File: src/rtl/fp_addsub_pipe.sv
// Three-stage pipelined floating-point adder/subtractor (parametrised format, RNE,
// DAZ/FTZ, NaN/Inf handling, exception flags) with valid/ready flow control.
module fp_addsub_pipe #(
  parameter int unsigned EXP_W = 8,
  parameter int unsigned MAN_W = 7,
  parameter int unsigned TAG_W = 4
) (
  input  logic                       clk,
  input  logic                       rst_n,
  input  logic                       in_valid,
  output logic                       in_ready,
  input  logic [EXP_W+MAN_W:0]       in_a,
  input  logic [EXP_W+MAN_W:0]       in_b,
  input  logic                       in_sub,
  input  logic [TAG_W-1:0]           in_tag,
  output logic                       out_valid,
  input  logic                       out_ready,
  output logic [EXP_W+MAN_W:0]       out_result,
  output logic [TAG_W-1:0]           out_tag,
  output logic [3:0]                 out_flags
);

  localparam int unsigned W   = 1 + EXP_W + MAN_W;
  localparam int unsigned MW  = MAN_W + 4;          // hidden + frac + G + R + S
  localparam int unsigned SW  = MAN_W + 5;          // sum with carry
  localparam int unsigned EW  = EXP_W + 2;          // signed headroom for normalise
  localparam int unsigned LZW = $clog2(MW + 1);
  localparam logic [W-1:0] QNAN = {1'b0, {EXP_W{1'b1}}, 1'b1, {(MAN_W-1){1'b0}}};

  // Handshake chain: each stage loads when its downstream is empty or advancing
  logic s1_v, s2_v;
  logic s1_ld, s2_ld, s3_ld;
  assign s3_ld    = !out_valid || out_ready;
  assign s2_ld    = !s2_v || s3_ld;
  assign s1_ld    = !s1_v || (s2_v ? s3_ld : 1'b1);
  assign in_ready = s1_ld;

  // Unpack / swap / align
  logic               sa, sb, a_zero, b_zero, a_nan, b_nan, a_inf, b_inf, a_snan, b_snan;
  logic [EXP_W-1:0]   ea, eb, el, es, d;
  logic [MAN_W-1:0]   fa, fb, fl, fs;
  logic               a_big, sl, hl, hs, far;
  logic [MW-1:0]      ext_s, shifted, ml_al, ms_al;
  logic               dropped;
  logic               spec_c;
  logic [W-1:0]       spec_res_c;
  logic [3:0]         spec_flags_c;

  assign sa     = in_a[W-1];
  assign sb     = in_b[W-1] ^ in_sub;
  assign ea     = in_a[W-2:MAN_W];
  assign eb     = in_b[W-2:MAN_W];
  assign a_zero = (ea == '0);
  assign b_zero = (eb == '0);
  assign fa     = a_zero ? '0 : in_a[MAN_W-1:0];
  assign fb     = b_zero ? '0 : in_b[MAN_W-1:0];
  assign a_nan  = (&ea) && (fa != '0);
  assign b_nan  = (&eb) && (fb != '0);
  assign a_inf  = (&ea) && (fa == '0);
  assign b_inf  = (&eb) && (fb == '0);
  assign a_snan = a_nan && !fa[MAN_W-1];
  assign b_snan = b_nan && !fb[MAN_W-1];

  assign a_big   = {ea, fa} >= {eb, fb};
  assign el      = a_big ? ea : eb;
  assign es      = a_big ? eb : ea;
  assign fl      = a_big ? fa : fb;
  assign fs      = a_big ? fb : fa;
  assign sl      = a_big ? sa : sb;
  assign hl      = a_big ? !a_zero : !b_zero;
  assign hs      = a_big ? !b_zero : !a_zero;
  assign d       = el - es;
  assign far     = 32'(d) >= 32'(MAN_W + 3);
  assign ext_s   = {hs, fs, 3'b000};
  assign shifted = ext_s >> d;
  assign dropped = |(ext_s & ((MW'(1) << d) - MW'(1)));
  assign ml_al   = {hl, fl, 3'b000};
  assign ms_al   = far ? {{(MW-1){1'b0}}, |ext_s} : {shifted[MW-1:1], shifted[0] | dropped};

  // Special operands override the arithmetic result
  always_comb begin
    spec_c       = 1'b0;
    spec_res_c   = '0;
    spec_flags_c = '0;
    if (a_nan || b_nan) begin
      spec_c       = 1'b1;
      spec_res_c   = QNAN;
      spec_flags_c = {a_snan || b_snan, 3'b000};
    end else if (a_inf && b_inf && (sa != sb)) begin
      spec_c       = 1'b1;
      spec_res_c   = QNAN;
      spec_flags_c = 4'b1000;
    end else if (a_inf) begin
      spec_c     = 1'b1;
      spec_res_c = {sa, {EXP_W{1'b1}}, {MAN_W{1'b0}}};
    end else if (b_inf) begin
      spec_c     = 1'b1;
      spec_res_c = {sb, {EXP_W{1'b1}}, {MAN_W{1'b0}}};
    end
  end

  logic [MW-1:0]    s1_ml, s1_ms;
  logic [EXP_W-1:0] s1_exp;
  logic             s1_sign, s1_esub, s1_zsign, s1_spec;
  logic [W-1:0]     s1_spec_res;
  logic [3:0]       s1_spec_flags;
  logic [TAG_W-1:0] s1_tag;

  always_ff @(posedge clk or negedge rst_n) begin
    if (!rst_n) begin
      s1_v <= 1'b0; s1_ml <= '0; s1_ms <= '0; s1_exp <= '0; s1_sign <= 1'b0;
      s1_esub <= 1'b0; s1_zsign <= 1'b0; s1_spec <= 1'b0; s1_spec_res <= '0;
      s1_spec_flags <= '0; s1_tag <= '0;
    end else begin
      if (s1_ld) s1_v <= in_valid;
      if (s1_ld && in_valid) begin
        s1_ml         <= ml_al;
        s1_ms         <= ms_al;
        s1_exp        <= el;
        s1_sign       <= sl;
        s1_esub       <= sa ^ sb;
        s1_zsign      <= a_zero && b_zero && sa && sb;
        s1_spec       <= spec_c;
        s1_spec_res   <= spec_res_c;
        s1_spec_flags <= spec_flags_c;
        s1_tag        <= in_tag;
      end
    end
  end

  // Add / subtract magnitudes; larger minus smaller never goes negative
  logic [SW-1:0]    s2_sum;
  logic [EXP_W-1:0] s2_exp;
  logic             s2_sign, s2_zsign, s2_spec;
  logic [W-1:0]     s2_spec_res;
  logic [3:0]       s2_spec_flags;
  logic [TAG_W-1:0] s2_tag;

  always_ff @(posedge clk or negedge rst_n) begin
    if (!rst_n) begin
      s2_v <= 1'b0; s2_sum <= '0; s2_exp <= '0; s2_sign <= 1'b0; s2_zsign <= 1'b0;
      s2_spec <= 1'b0; s2_spec_res <= '0; s2_spec_flags <= '0; s2_tag <= '0;
    end else begin
      if (s2_ld) s2_v <= s1_v;
      if (s2_ld && s1_v) begin
        s2_sum        <= s1_esub ? ({1'b0, s1_ml} - {1'b0, s1_ms})
                                 : ({1'b0, s1_ml} + {1'b0, s1_ms});
        s2_exp        <= s1_exp;
        s2_sign       <= s1_sign;
        s2_zsign      <= s1_zsign;
        s2_spec       <= s1_spec;
        s2_spec_res   <= s1_spec_res;
        s2_spec_flags <= s1_spec_flags;
        s2_tag        <= s1_tag;
      end
    end
  end

  function automatic logic [LZW-1:0] lzc_f(input logic [MW-1:0] v);
    lzc_f = LZW'(MW);
    for (int i = 0; i < int'(MW); i++)
      if (v[i]) lzc_f = LZW'(int'(MW) - 1 - i);
  endfunction

  // Normalise / round / pack
  logic [LZW-1:0]   lz;
  logic [MW-1:0]    norm;
  logic [EW-1:0]    exp_n, exp_r;
  logic [MAN_W+1:0] mant_r;
  logic [MAN_W-1:0] frac_r;
  logic             inc, nx, uf, of;
  logic [W-1:0]     res_c;
  logic [3:0]       flags_c;

  always_comb begin
    lz = lzc_f(s2_sum[MW-1:0]);
    if (s2_sum[SW-1]) begin
      norm  = {s2_sum[SW-1:2], |s2_sum[1:0]};
      exp_n = EW'(s2_exp) + EW'(1);
    end else begin
      norm  = s2_sum[MW-1:0] << lz;
      exp_n = EW'(s2_exp) - EW'(lz);
    end
    inc    = norm[2] && (norm[1] || norm[0] || norm[3]);
    nx     = |norm[2:0];
    mant_r = {1'b0, norm[MW-1:3]} + (MAN_W+2)'(inc);
    exp_r  = mant_r[MAN_W+1] ? exp_n + EW'(1) : exp_n;
    frac_r = mant_r[MAN_W+1] ? mant_r[MAN_W:1] : mant_r[MAN_W-1:0];
    uf     = exp_n[EW-1] || (exp_n == '0);
    of     = exp_r >= {2'b00, {EXP_W{1'b1}}};

    res_c   = {s2_sign, exp_r[EXP_W-1:0], frac_r};
    flags_c = {3'b000, nx};
    if (s2_spec) begin
      res_c   = s2_spec_res;
      flags_c = s2_spec_flags;
    end else if (s2_sum == '0) begin
      res_c   = {s2_zsign, {(W-1){1'b0}}};
      flags_c = '0;
    end else if (uf) begin
      res_c   = {s2_sign, {(W-1){1'b0}}};
      flags_c = 4'b0011;
    end else if (of) begin
      res_c   = {s2_sign, {EXP_W{1'b1}}, {MAN_W{1'b0}}};
      flags_c = 4'b0101;
    end
  end

  always_ff @(posedge clk or negedge rst_n) begin
    if (!rst_n) begin
      out_valid <= 1'b0; out_result <= '0; out_tag <= '0; out_flags <= '0;
    end else begin
      if (s3_ld) out_valid <= s2_v;
      if (s3_ld && s2_v) begin
        out_result <= res_c;
        out_tag    <= s2_tag;
        out_flags  <= flags_c;
      end
    end
  end

endmodule
File: config.mk
export PLATFORM = sky130hd
export DESIGN_NAME = fp_addsub_pipe
export DESIGN_NICKNAME = d
export VERILOG_FILES = /design/src/rtl/fp_addsub_pipe.sv
export SDC_FILE = /design/constraint.sdc
export NUM_CORES = 1
export LEC_CHECK = 0
export CAP_MARGIN = 20
export CORE_MARGIN = 4
export CORE_UTILIZATION = 40
export DETAILED_ROUTE_END_ITERATION = 8
export GPL_ROUTABILITY_DRIVEN = 1
export PLACE_DENSITY = 0.66
export SYNTH_ARGS = -nofsm -noshare
export SYNTH_HDL_FRONTEND = slang
export SYNTH_SLANG_ARGS = --single-unit
File: constraint.sdc
create_clock -name clk -period 10 [get_ports clk]
set_clock_uncertainty 0.1 [all_clocks]
set_input_delay 2 -clock clk [delete_from_list [all_inputs] [get_ports clk]]
set_output_delay 2 -clock clk [all_outputs]
set_load 0.02 [all_outputs]
==> results.md <==
* CP Class: input pin to flop
* Ys async rst share at 1.00
* EDFF count, synth at 0
* Max transition margin at 0.365
* CP top delay family: simple AND/OR/NAND/NOR gates
* Global placer's final weighted congestion at around 1
* Pre-antenna DRT Iters at 5
* CTS Hold Bufs at 0
* Max clock buf depth at 2
* RSZ-0062 raised after global routing: false
* Pwr Total at slightly above 2 mW
* Placed instance count at around 1,200
* Critical path capture point type: flop
* Ratio of total power to cell area at ~240 nW/um2
* Crit path largest cell delay at around 0.60 ns
* Remaining antenna violation count at 0
* Clock Tree Root: clkbuf_16
* Synth cell types at 76
* IO Port Bufs at between 60 and 70
* 1st-iter DRT viols at around 560
* Routed len/inst at 15.9 um
* Total negative slack at 0 ns
* First-pass GRT wire length at 32,700 um
* Htree depth at 3
* Gr ovfl total at 0
* Cell-internal power at 1.13 mW
* Final setup margin at ~2.9 ns
* Critical path arrival at approximately 7.3 ns
* Clock power share at 0.166
* Flops & latches, synth at 95
* CP max-delay cell: nand3_2
* Die Ht at about 150 um
* Worst Tran Pin Value at between 0.9 and 1 ns
* Pre-CTS setup slack at around 2.5 ns
* Max VDD drop at 84.8 uV
* Drt total wl at between 15,000 and 20,000 um
* Clk sinks at 95
* Max-Cap Viols at 0
* Std cell rows at 50
* Skew-Pair Late Insertion Delay at 0.35 ns
* Final Hold Fails at 0
* WP data required at slightly above 10 ns
* Switch share at 0.446
* Buf/Inv on CP at 1
* Post-CTS Setup Inserts at 0
* Net Count, Synth at between 1,000 and 1,500
* Layout area overhead at 14.4%
* Sequential share of power at 0.292
* Final net count at about 1,000
* Slew Viols, Final at 0
* Leakage at about 3.6 nW
* Max frequency at approximately 140 MHz
* Initial antenna violation count at 0
* Worst-path fanout max at 36
* Vias in the first global route at approximately 6,600
* Period utilization at 0.712
* CTS Buf Count at 9
* Post-route minimum period at roughly 7 ns
* Outcome: complete, no violations
* Ys flop type: dfrtp_1
* Startpoint types: input pin
* Detailed placement HPWL at roughly 15,000 um
* Yosys warns at 0
* Via count at 6,919
* Largest net degree at the start of global routing at 67
* Core area at ~19,000 um2
* Min-delay worst type: flop to flop
* Total GRT Usage at 0.181
* Antenna diode count at 0
* Finished Layout Cells at 1,199
* Final setup violation count at 0
* Die area at 21,200 um2
* Clk slew on worst S/H paths at ~0.070 ns
* CTS tree: done
* Layout cell share with drive strength beyond 1 at 0.0756
* Post-DR vias/cell at 5.77
* Die W at around 150 um
* Sequential share of the synthesized area at 0.314
* # DRC at 0
* Post-CTS Resized at 0
* Hold_ws at approximately 0.38 ns
* Top-level port count at between 60 and 70
* Starting Density at 0.406
* Synthesized area at roughly 7600 um2
* Mean cell area of the mapped netlist at about 8 um2
* Comb power frac at 0.542
* Worst path cell trace: clkdlybuf4s50_1 -> nor4_1 -> nand2_1 -> and2_1 -> ha_1 -> nand2b_1 -> a2111oi_2 -> or4_1 -> nand3_2 -> mux2i_1 -> nand3_1 -> o211ai_1 -> nand3b_1 -> a221o_1 -> or3_4 -> o31ai_2
* Switching power at roughly 0.91 mW
* Syn Inst Count at 929
-- layout make-up --
| type | instances | area (um2) |
|---|---|---|
| Clock buffer | 9 | 225 |
| Clock inverter | 7 | 72.6 |
| Fill cell | 1792 | 9990 |
| Inverter | 51 | 191 |
| Multi-Input combinational cell | 733 | 4800 |
| Sequential cell | 95 | 2380 |
| Tap cell | 234 | 293 |
| Timing Repair Buffer | 70 | 688 |
-- cell usage in the layout, fill, tap and decap left out, types with 10 or more instances in the layout --
| cell | netlist | final |
|---|---|---|
| a21oi_1 | 65 | 65 |
| a31oi_1 | 11 | 11 |
| clkdlybuf4s50_1 | 0 | 65 |
| dfrtp_1 | 95 | 95 |
| ha_1 | 41 | 41 |
| inv_1 | 51 | 51 |
| mux2_2 | 28 | 28 |
| mux2i_1 | 23 | 23 |
| nand2_1 | 118 | 117 |
| nand2b_1 | 18 | 18 |
| nand3_1 | 32 | 32 |
| nand4_1 | 19 | 19 |
| nor2_1 | 76 | 76 |
| nor3_1 | 18 | 17 |
| nor4_1 | 13 | 13 |
| o21ai_0 | 59 | 59 |
| o22a_1 | 10 | 10 |
| o31ai_1 | 12 | 12 |
| xnor2_1 | 19 | 19 |
| xor2_1 | 14 | 14 |
-- final timing paths --
path,end,slack (ns),from,cells past startpoint
setup / recovery,s1_ms[4]$_DFFE_PN0P_,2.88,in_b[7],16
hold / removal,s1_exp[7]$_DFFE_PN0P_,0.38,s1_exp[7]$_DFFE_PN0P_,2
setup reg to reg,out_result[0]$_DFFE_PN0P_,4.82,s2_sum[5]$_DFFE_PN0P_,16
hold reg to reg,s1_exp[7]$_DFFE_PN0P_,0.38,s1_exp[7]$_DFFE_PN0P_,2
max in group asynchronous,s2_sum[6]$_DFFE_PN0P_,7.19,rst_n,2
min in group asynchronous,out_result[2]$_DFFE_PN0P_,1.50,rst_n,1
-- power by group through the flow --
stage               sequential, mW  clock [mW]  combinational, mW
global route                 0.612       0.362               1.23
detailed placement           0.602           0               1.09
floorplan                    0.582           0              0.806
finish                       0.595       0.338               1.11
CTS                          0.594       0.345               1.10
global placement             0.600           0               1.09
-- sequential cells by signal (all words and copies together) (netlist names), 3 cells and up --
name / cells
out_result: 16
s2_sum: 12
s1_ms: 11
s1_exp: 8
s1_ml: 8
s2_exp: 8
out_flags: 4
out_tag: 4
s1_tag: 4
s2_tag: 4
s1_spec_res: 3
s2_spec_res: 3
-- kinds of logic (layout without fill, tap and decap cells) --
family                   Yosys count  after routing  share of synthesized area
buffers and inverters            101            137                     0.0516
flip-flops                        95             95                      0.314
AO/OA/AOI/OAI                    256            256                      0.223
multiplexers                      52             52                     0.0751
AND/OR/NAND/NOR                  349            349                      0.225
adder cells (fa/ha/maj)           43             43                     0.0731
XOR/XNOR                          33             33                     0.0382
-- metal layers --
metal	vias to the layer above	share of wire	global-route usage
met2	213	0.46	0.288
li1	3431	-	-
met3	29	0.047	0.0305
met4	0	0.018	0.0589
met1	3246	0.48	0.252
met5	-	0	0
-- cell usage after synthesis, drive strengths merged (6+ instances only) --
cell    instances  share of area
nand2         118          0.059
dfrtp          95           0.31
nor2           76          0.038
a21oi          66          0.044
o21ai          66          0.044
inv            51          0.025
ha             41          0.068
clkbuf         37          0.019
nand3          34          0.024
mux2           28          0.042
mux2i          23          0.030
nand4          19          0.016
xnor2          19          0.022
nand2b         18          0.015
nor3           18          0.012
nor4           14          0.014
o31ai          14          0.015
xor2           14          0.016
buf            13         0.0078
a31oi          12          0.011
o22a           10          0.012
nor2b           9         0.0074
or2             9         0.0074
a211oi          7         0.0069
a21o            7         0.0069
o21bai          7         0.0069
and2            6         0.0050
o211ai          6         0.0060
or3             6         0.0063
-- tightest hold or removal path, stage by stage, from the launching register on --
cell and delay (ns):
dfrtp_1 0.34, nand2_1 0.05, o21ai_0 0.06
-- metrics by stage --
stage          cell area (um2)   util
2_1_floorplan             7560      -
3_3_place_gp              8350  0.448
3_5_place_dp              8350  0.448
4_1_cts                   8650  0.464
5_1_grt                   8650  0.464
6_report                  8650  0.464
(Power assumes the default switching activity.)
